`config.mk`:
```
export PLATFORM = sky130hd
export DESIGN_NAME = lock_attempt_guard_flat
export DESIGN_NICKNAME = d
export VERILOG_FILES = /design/src/rtl/lock_attempt_guard_if.sv /design/src/rtl/lock_attempt_guard.sv /design/src/flat_wrapper.sv
export SDC_FILE = /design/constraint.sdc
export NUM_CORES = 1
export LEC_CHECK = 0
export ABC_CLOCK_PERIOD_IN_PS = 1750
export BUFFER_PORTS_ARGS = -buffer_cell sky130_fd_sc_hd__buf_2
export CORE_ASPECT_RATIO = 1.4
export CORE_MARGIN = 10
export CORE_UTILIZATION = 47
export CTS_CLUSTER_SIZE = 20
export DETAILED_ROUTE_END_ITERATION = 10
export PLACE_DENSITY = 0.73
export SYNTH_ARGS = -nofsm -noshare
export SYNTH_HDL_FRONTEND = slang
export SYNTH_SLANG_ARGS = --single-unit
export TNS_END_PERCENT = 1
```
`constraint.sdc`:
```
create_clock -name clk -period 1.75 [get_ports clk]
set_clock_uncertainty 0.2 [all_clocks]
set_input_delay 0.35 -clock clk [delete_from_list [all_inputs] [get_ports clk]]
set_output_delay 0.35 -clock clk [all_outputs]
set_load 0.02 [all_outputs]
```
`src/rtl/lock_attempt_guard_if.sv`:
```
// Signal bundle between the push-button front end / lock compare stage and lock_attempt_guard.
interface lock_attempt_guard_if #(
    parameter int unsigned FW = 2,
    parameter int unsigned TW = 6
);
    logic          tick;
    logic          ent_req;
    logic          chk_valid;
    logic          chk_match;
    logic          clr_alarm;
    logic          ent_grant;
    logic          lockout;
    logic          alarm;
    logic [FW-1:0] fail_cnt;
    logic [TW-1:0] remain;

    modport master (
        output tick, ent_req, chk_valid, chk_match, clr_alarm,
        input  ent_grant, lockout, alarm, fail_cnt, remain
    );

    modport slave (
        input  tick, ent_req, chk_valid, chk_match, clr_alarm,
        output ent_grant, lockout, alarm, fail_cnt, remain
    );
endinterface

```
`src/rtl/lock_attempt_guard.sv`:
```
// Gates ent presses to the lock FSM, counts wrong codes, runs a timed lockout
// and latches an alarm after repeated lockouts until an admin clear.
module lock_attempt_guard #(
    parameter int unsigned MAX_FAIL    = 3,
    parameter int unsigned LOCKOUT_SEC = 30,
    parameter int unsigned ALARM_LIMIT = 2,
    parameter int unsigned FW          = 2,
    parameter int unsigned TW          = 6
) (
    input  logic                clk,
    input  logic                rst,
    lock_attempt_guard_if.slave bus
);
    typedef enum logic [1:0] {
        READY   = 2'd0,
        LOCKOUT = 2'd1,
        ALARM   = 2'd2
    } state_t;

    localparam logic [FW:0]   MAX_FAIL_W  = (FW+1)'(MAX_FAIL);
    localparam logic [FW:0]   ALARM_W     = (FW+1)'(ALARM_LIMIT);
    localparam logic [FW-1:0] MAX_FAIL_S  = FW'(MAX_FAIL);
    localparam logic [FW-1:0] ALARM_S     = FW'(ALARM_LIMIT);
    localparam logic [TW-1:0] LOCKOUT_T   = TW'(LOCKOUT_SEC);

    state_t        state_q, state_d;
    logic [FW-1:0] fail_q, fail_d;
    logic [FW-1:0] lock_q, lock_d;
    logic [TW-1:0] remain_q, remain_d;
    logic          grant_q, grant_d;
    logic [FW:0]   fail_inc, lock_inc;

    // One extra bit so the +1 comparison against the limits cannot wrap.
    assign fail_inc = {1'b0, fail_q} + (FW+1)'(1);
    assign lock_inc = {1'b0, lock_q} + (FW+1)'(1);

    always_comb begin
        state_d  = state_q;
        fail_d   = fail_q;
        lock_d   = lock_q;
        remain_d = remain_q;
        grant_d  = 1'b0;
        unique case (state_q)
            READY: begin
                grant_d = bus.ent_req;
                if (bus.chk_valid) begin
                    if (bus.chk_match) begin
                        fail_d = '0;
                        lock_d = '0;
                    end else if (fail_inc < MAX_FAIL_W) begin
                        fail_d = fail_inc[FW-1:0];
                    end else begin
                        fail_d = MAX_FAIL_S;
                        if (lock_inc < ALARM_W) begin
                            state_d  = LOCKOUT;
                            remain_d = LOCKOUT_T;
                            lock_d   = lock_inc[FW-1:0];
                        end else begin
                            state_d  = ALARM;
                            remain_d = '0;
                            lock_d   = ALARM_S;
                        end
                    end
                end
            end
            LOCKOUT: begin
                if (bus.tick) begin
                    if (remain_q <= TW'(1)) begin
                        state_d  = READY;
                        remain_d = '0;
                        fail_d   = '0;
                    end else begin
                        remain_d = remain_q - TW'(1);
                    end
                end
            end
            ALARM: begin
                if (bus.clr_alarm) begin
                    state_d  = READY;
                    fail_d   = '0;
                    lock_d   = '0;
                    remain_d = '0;
                end
            end
            default: state_d = READY;
        endcase
    end

    always_ff @(posedge clk) begin
        if (rst) begin
            state_q  <= READY;
            fail_q   <= '0;
            lock_q   <= '0;
            remain_q <= '0;
            grant_q  <= 1'b0;
        end else begin
            state_q  <= state_d;
            fail_q   <= fail_d;
            lock_q   <= lock_d;
            remain_q <= remain_d;
            grant_q  <= grant_d;
        end
    end

    assign bus.ent_grant = grant_q;
    assign bus.lockout   = (state_q != READY);
    assign bus.alarm     = (state_q == ALARM);
    assign bus.fail_cnt  = fail_q;
    assign bus.remain    = remain_q;
endmodule

```
`src/flat_wrapper.sv`:
```
// flat-port wrapper written by rule: the top's interface ports become plain ports
module lock_attempt_guard_flat 
#(
    parameter int unsigned MAX_FAIL    = 3,
    parameter int unsigned LOCKOUT_SEC = 30,
    parameter int unsigned ALARM_LIMIT = 2,
    parameter int unsigned FW          = 2,
    parameter int unsigned TW          = 6
)
  (clk, rst, bus_tick, bus_ent_req, bus_chk_valid, bus_chk_match, bus_clr_alarm, bus_ent_grant, bus_lockout, bus_alarm, bus_fail_cnt, bus_remain);
  lock_attempt_guard_if #(.FW(FW), .TW(TW)) bus_i ();
  input  logic clk;
  input  logic rst;
  input wire logic [$bits(bus_i.tick)-1:0] bus_tick;
  input wire logic [$bits(bus_i.ent_req)-1:0] bus_ent_req;
  input wire logic [$bits(bus_i.chk_valid)-1:0] bus_chk_valid;
  input wire logic [$bits(bus_i.chk_match)-1:0] bus_chk_match;
  input wire logic [$bits(bus_i.clr_alarm)-1:0] bus_clr_alarm;
  output wire logic [$bits(bus_i.ent_grant)-1:0] bus_ent_grant;
  output wire logic [$bits(bus_i.lockout)-1:0] bus_lockout;
  output wire logic [$bits(bus_i.alarm)-1:0] bus_alarm;
  output wire logic [$bits(bus_i.fail_cnt)-1:0] bus_fail_cnt;
  output wire logic [$bits(bus_i.remain)-1:0] bus_remain;
  assign bus_i.tick = bus_tick;
  assign bus_i.ent_req = bus_ent_req;
  assign bus_i.chk_valid = bus_chk_valid;
  assign bus_i.chk_match = bus_chk_match;
  assign bus_i.clr_alarm = bus_clr_alarm;
  assign bus_ent_grant = bus_i.ent_grant;
  assign bus_lockout = bus_i.lockout;
  assign bus_alarm = bus_i.alarm;
  assign bus_fail_cnt = bus_i.fail_cnt;
  assign bus_remain = bus_i.remain;
  lock_attempt_guard #(.MAX_FAIL(MAX_FAIL), .LOCKOUT_SEC(LOCKOUT_SEC), .ALARM_LIMIT(ALARM_LIMIT), .FW(FW), .TW(TW)) u_core (.clk(clk), .rst(rst), .bus(bus_i));
endmodule
```
* After elaboration in Yosys (flattened, before gate mapping)
Cells that the tools add are included.
** Word-level totals
- Bits in registers :: 13
- Bits of input ports :: 7
- Logic and storage cells :: 55
** Cells by class
- $add $sub $neg :: 3
- Magnitude comparators :: 3
- Eq/ne operators :: 9
- Multiplexer cells :: 25
- Bitwise logic cells :: 1
- Reductions and logical operators :: 9
** Operator list (number)
- 6-bit two-way mux :: 6
- 2-bit two-way mux :: 14
- 6-bit one-hot mux with 3 select lines :: 1
- 2-bit one-hot mux with 3 select lines :: 2
- 6-bit AND reduction :: 2
- 2-bit inequality test, second input constant :: 5
- 2-bit by 1-bit adder with 3-bit output, second input constant :: 2
- 6-bit by 1-bit less-or-equal comparator with 1-bit output, second input constant :: 1
- 3-bit by 2-bit less-than comparator with 1-bit output, second input constant :: 2
- 6-bit by 1-bit subtractor with 6-bit output, second input constant :: 1
- 5-bit two-way mux :: 1
- 5-bit AND reduction :: 1
- 2-bit one-hot mux with 2 select lines :: 1
- 4-bit AND reduction :: 1
- 2-bit nonzero test :: 2
- 3-bit inequality test, second input constant :: 1
- 3-bit nonzero test :: 1
- 2-bit by 1-bit equality test with 1-bit output, second input constant :: 1
- 2-bit equality test, second input constant :: 1
- 2-bit logical NOT :: 1
- 2-bit by 1-bit inequality test with 1-bit output, second input constant :: 1
- 2-bit OR reduction :: 1
- 1-bit inverter :: 1

* Logic depth before layout (Yosys ltp)
- Depth after elaboration :: 7
- Gate-level depth with buffers :: 7

* Worst setup path after synthesis
Ideal clock, no wire load.
- Path type :: flip-flop to flip-flop
- Start :: register u_core.remain_q[0], in the netlist u_core.bus.remain[0]
- End :: register u_core.remain_q[1], in the netlist u_core.bus.remain[1]
- Library setup time :: 0.086 ns
- Data arrival time :: 1.586 ns
- Setup slack :: -0.122 ns
- Cell stages (with the launch flop) :: 7
- Period minus slack after synthesis :: 1.872 ns
- Path through :: dfxtp_1 inv_1 ha_1 o21ba_2 a21oi_1 a21oi_1 a211oi_1
** On the way
- Cells in the longest elaborated chain, start to end :: 4
- Elaborated cells on any way between the ends :: 5
- Classes of those cells :: 1 x add/sub; 1 x order compare; 3 x mux
** RTL lines
- from (decl) :: line lock_attempt_guard.sv:29 : logic [TW-1:0] remain_q, remain_d;
- from (signal assigned) :: line lock_attempt_guard.sv:100 : remain_q <= remain_d;
- 6-bit by 1-bit subtractor with 6-bit output or 6-bit by 1-bit less-or-equal comparator with 1-bit output (tied branches) :: line lock_attempt_guard.sv:73, lock_attempt_guard.sv:68
- 6-bit two-way mux * :: line lock_attempt_guard.sv:68 : if (remain_q <= TW'(1)) begin
- 6-bit two-way mux * :: line lock_attempt_guard.sv:67 : if (bus.tick) begin
- 6-bit one-hot mux with 3 select lines * :: line lock_attempt_guard.sv:43 : unique case (state_q)
Every way passes the cells marked *; elsewhere a longest branch is shown, timed or not. The select of a mux whose other input is x is not followed.
A chain may end at the register's enable or synchronous reset.

* Worst setup path after layout
- Start :: register u_core.state_q[0]
- End :: register u_core.remain_q[4], in the netlist u_core.bus.remain[4]
** On the way
- Cells in the longest elaborated chain, start to end :: 3
- Elaborated cells on any way between the ends :: 11
- Classes of those cells :: 7 x eq/ne; 1 x mux; 3 x reduce/logical
** RTL lines
- from (decl) :: line lock_attempt_guard.sv:26 : state_t state_q, state_d;
- from (signal assigned) :: line lock_attempt_guard.sv:97 : state_q <= state_d;
- 2-bit equality test (tied with other cells) :: line lock_attempt_guard.sv:43
- 2-bit inequality test (no line) or 3-bit nonzero test (tied branches)
- 6-bit AND reduction (no line)
Parallel ways exist; a longest one is shown, timed or not.

==> results_dict.tcl <==
set metrics [dict create \
    outcome "finished, violations left" \
    violations "negative setup slack" \
    swShare_pct 30.8 \
    rsz0062_at_grt "true" \
    hold_viol 0 \
    synthFlopType "dfxtp_1" \
    die_w_um 56.1 \
    worst_slack_ns -0.00717 \
    detail_route.iter0.violations 33 \
    area_growth_pct 54.9 \
    slew_violations 0 \
    tightest_slew_ns 0.308 \
    path_class "flip-flop to flip-flop" \
    hpwl_mm 2.00 \
    critPathLaunchType "flip-flop" \
    synthSimpleGateAreaFrac_pct 22.8 \
    cts.reportedPaths.clkPinSlew_ns 0.08 \
    yosys.area.top_type "dfxtp_1" \
    vias 963 \
    die_y_um 70.5 \
    syn_area_per_cell_um2 8.49 \
    clockBufferDepth 2 \
    crit_arrival_ns 1.73 \
    min_path_type "input port to flip-flop" \
    synth_top_family_by_area "compound AO/OA/AOI/OAI gates" \
    setup_tns_ns -0.0109 \
    fin_util_pct 75.6 \
    cts_tree "built" \
    drc 0 \
    seq_power_share_pct 46.0 \
    fmaxAchievable_mhz 569 \
    die-area_um2 3960 \
    place_congestion 0.939 \
    synthXorXnorAreaFrac_pct 0 \
    worstHoldStart "bus_ent_req" \
    fin_crit_ns 1.76 \
    cts_max_level 1 \
    power_frac_clock_pct 28.0 \
    crit_top_cell "buf_4" \
    placement.io_buffers 17 \
    num_antenna_cells 0 \
    cts_root_buf "clkbuf_4" \
    worst-path-buf-inv 3 \
    routed_wl_mm 2.84 \
    slew_headroom_pct 79.4 \
    grt_max_degree 12 \
    maxCapViolations 0 \
    yosysMostFrequentCell "dfxtp_1" \
    fin_crit_sh_pct 100 \
    firstDrtPassIters 4 \
    clk-insertion-delay-late_ns 0.28 \
    synth_mux_area_share_pct 2.34 \
    synth_edf_count 0 \
    ant_nets 0 \
    power.leakage_nw 0.548 \
    internal-power_w 0.000477 \
    cp_slowest_cell "dfxtp_4" \
    netSwitchingPower_w 0.000212 \
    pwr-share-comb_pct 26.1 \
    yosys_warnings 0 \
    nNetsFinal 154 \
    rows 18 \
    grt_overflow 0 \
    final_layout_size_suffix_gt1_share_pct 54.3 \
    cp-startpoint "u_core.state_q[0]$_SDFFE_PP0P_" \
    synth_nets 114 \
    numCtsBuffers 3 \
    synth.distinct_cells 39 \
    powerDensity_nw_per_um2 519 \
    setup.worst_path.end_class "flip-flop" \
    yosys-top-cells-count "dfxtp_1 (13), inv_1 (9), a21oi_1 (8)" \
    synthesis.area_um2 857 \
    r2r_start "u_core.state_q[0]$_SDFFE_PP0P_" \
    ys_seq_area_share_pct 30.4 \
    cp.required_ns 1.72 \
    antenna_found_initial 0 \
    synth.top_cell.area_share_pct 30.4 \
    clock-sinks 13 \
    grt_pass1_vias 948 \
    synthAdderAreaFrac_pct 8.76 \
    setup_viol 3 \
    grt_pass1_wl_mm 4.53 \
    grt_usage_pct 13.5 \
    netlist_instances 101 \
    critical-path-top-delay-family "buffers and inverters" \
    netlist_top_cells_area "dfxtp_1 (30%), ha_1 (8.8%), a21oi_1 (4.7%), a211oi_1 (4.4%), inv_1 (3.9%)" \
    synth_seq_cells 13 \
    cp_slowest_stage_delay_ns 0.38 \
    core-area_um2 1760 \
    async_flop_share_pct 0 \
    vias_per_cell 6.02 \
    synth-compound-area-share_pct 30.9 \
    crit_chain "buf_4 > ha_1 > inv_2 > nand4_1 > buf_4 > a211oi_2 > o32ai_2" \
    num_io_pins 18 \
    cp_max_fo 4 \
    initial_core_util_pct 48.8 \
    wire_per_inst_um 17.7 \
    fillers 127 \
    ir_worst_vdd_uv 354 \
]
## path summary, 6_finish.rpt
check	cells after the start	slack (ns)	end
worst max-delay path	7	-0.007	u_core.bus.remain[4]$_SDFFE_PP0P_
worst min-delay path	2	0.1	u_core.bus.ent_grant$_SDFF_PP0_
worst max register to register	7	-0.007	u_core.bus.remain[4]$_SDFFE_PP0P_
worst min register to register	2	0.34	u_core.bus.fail_cnt[0]$_SDFFE_PP0P_
## cell families after synthesis
group | Yosys count
buf+inv | 11
simple gates | 33
compound gates | 36
mux | 2
fa+ha+maj | 6
flops | 13
## power groups by stage
stage	Sequential [W]	Clock (W)	Combinational, W
global placement	0.000323	0	0.000144
finish	0.000317	0.000193	0.000180
CTS	0.000316	0.000194	0.000162
floorplan	0.000330	0	0.0000769
detailed placement	0.000323	0	0.000145
global route	0.000318	0.000212	0.000195
## metal layers
metal  global-route usage (%)  up-vias  share of wire [%]
met5                        0        -                  0
met1                     13.7      472                 38
met3                     2.53        5                3.4
li1                         -      466                  -
met2                     25.7       20                 57
met4                     5.63        0                1.4
## sequential cells by signal, indices dropped and copies added (netlist names)
signal	count
u_core.lock_q	2
u_core.bus.remain	6
u_core.state_q	2
u_core.bus.fail_cnt	2
u_core.bus.ent_grant	1
## cell type report
class                   count  area (um2)  area share (%)
multi-input cells          77         712            53.6
clock buffers               4        26.3            1.98
inverters                   9        38.8            2.92
well taps                  20        25.0            1.89
flip-flops and latches     13         267            20.1
repair buffers             37         259            19.5
## metrics by stage
step	power [W]	setup slack [ns]	std cells	area [um2]	hold slack (ns)
floorplan	0.000407	-0.0387	101	865	0.291
global placement	0.000467	-0.0424	155	1110	0.306
detailed placement	0.000469	-0.132	155	1110	0.300
CTS	0.000672	0.00666	160	1250	0.107
global route	0.000725	-0.0696	160	1330	0.117
finish	0.000689	-0.00717	160	1330	0.0999
## what timing repair did
item	in CTS	in global routing
pin swaps	1	8
buffers inserted	1	0
resized for setup	24	21
hold buffers	0	0
hold endpoints to repair	0	0
endpoints found under the setup margin	13	14
## cell usage in the layout, fill, tap and decap left out, types with 2 or more instances in the layout
| master | n |
|---|---|
| ha_4 | 4 |
| nand2_1 | 6 |
| inv_4 | 2 |
| a21oi_2 | 3 |
| buf_6 | 5 |
| buf_4 | 17 |
| clkbuf_4 | 3 |
| inv_1 | 4 |
| a211oi_2 | 3 |
| dfxtp_2 | 2 |
| a211oi_1 | 2 |
| inv_2 | 3 |
| a21oi_1 | 4 |
| a31oi_1 | 3 |
| dfxtp_1 | 10 |
| nand4_1 | 3 |
| buf_2 | 15 |
| mux2i_1 | 2 |
| nor3_1 | 2 |
| nor2_1 | 6 |
| nand2b_4 | 3 |
| o21ai_0 | 2 |
(Power assumes the default switching activity.)
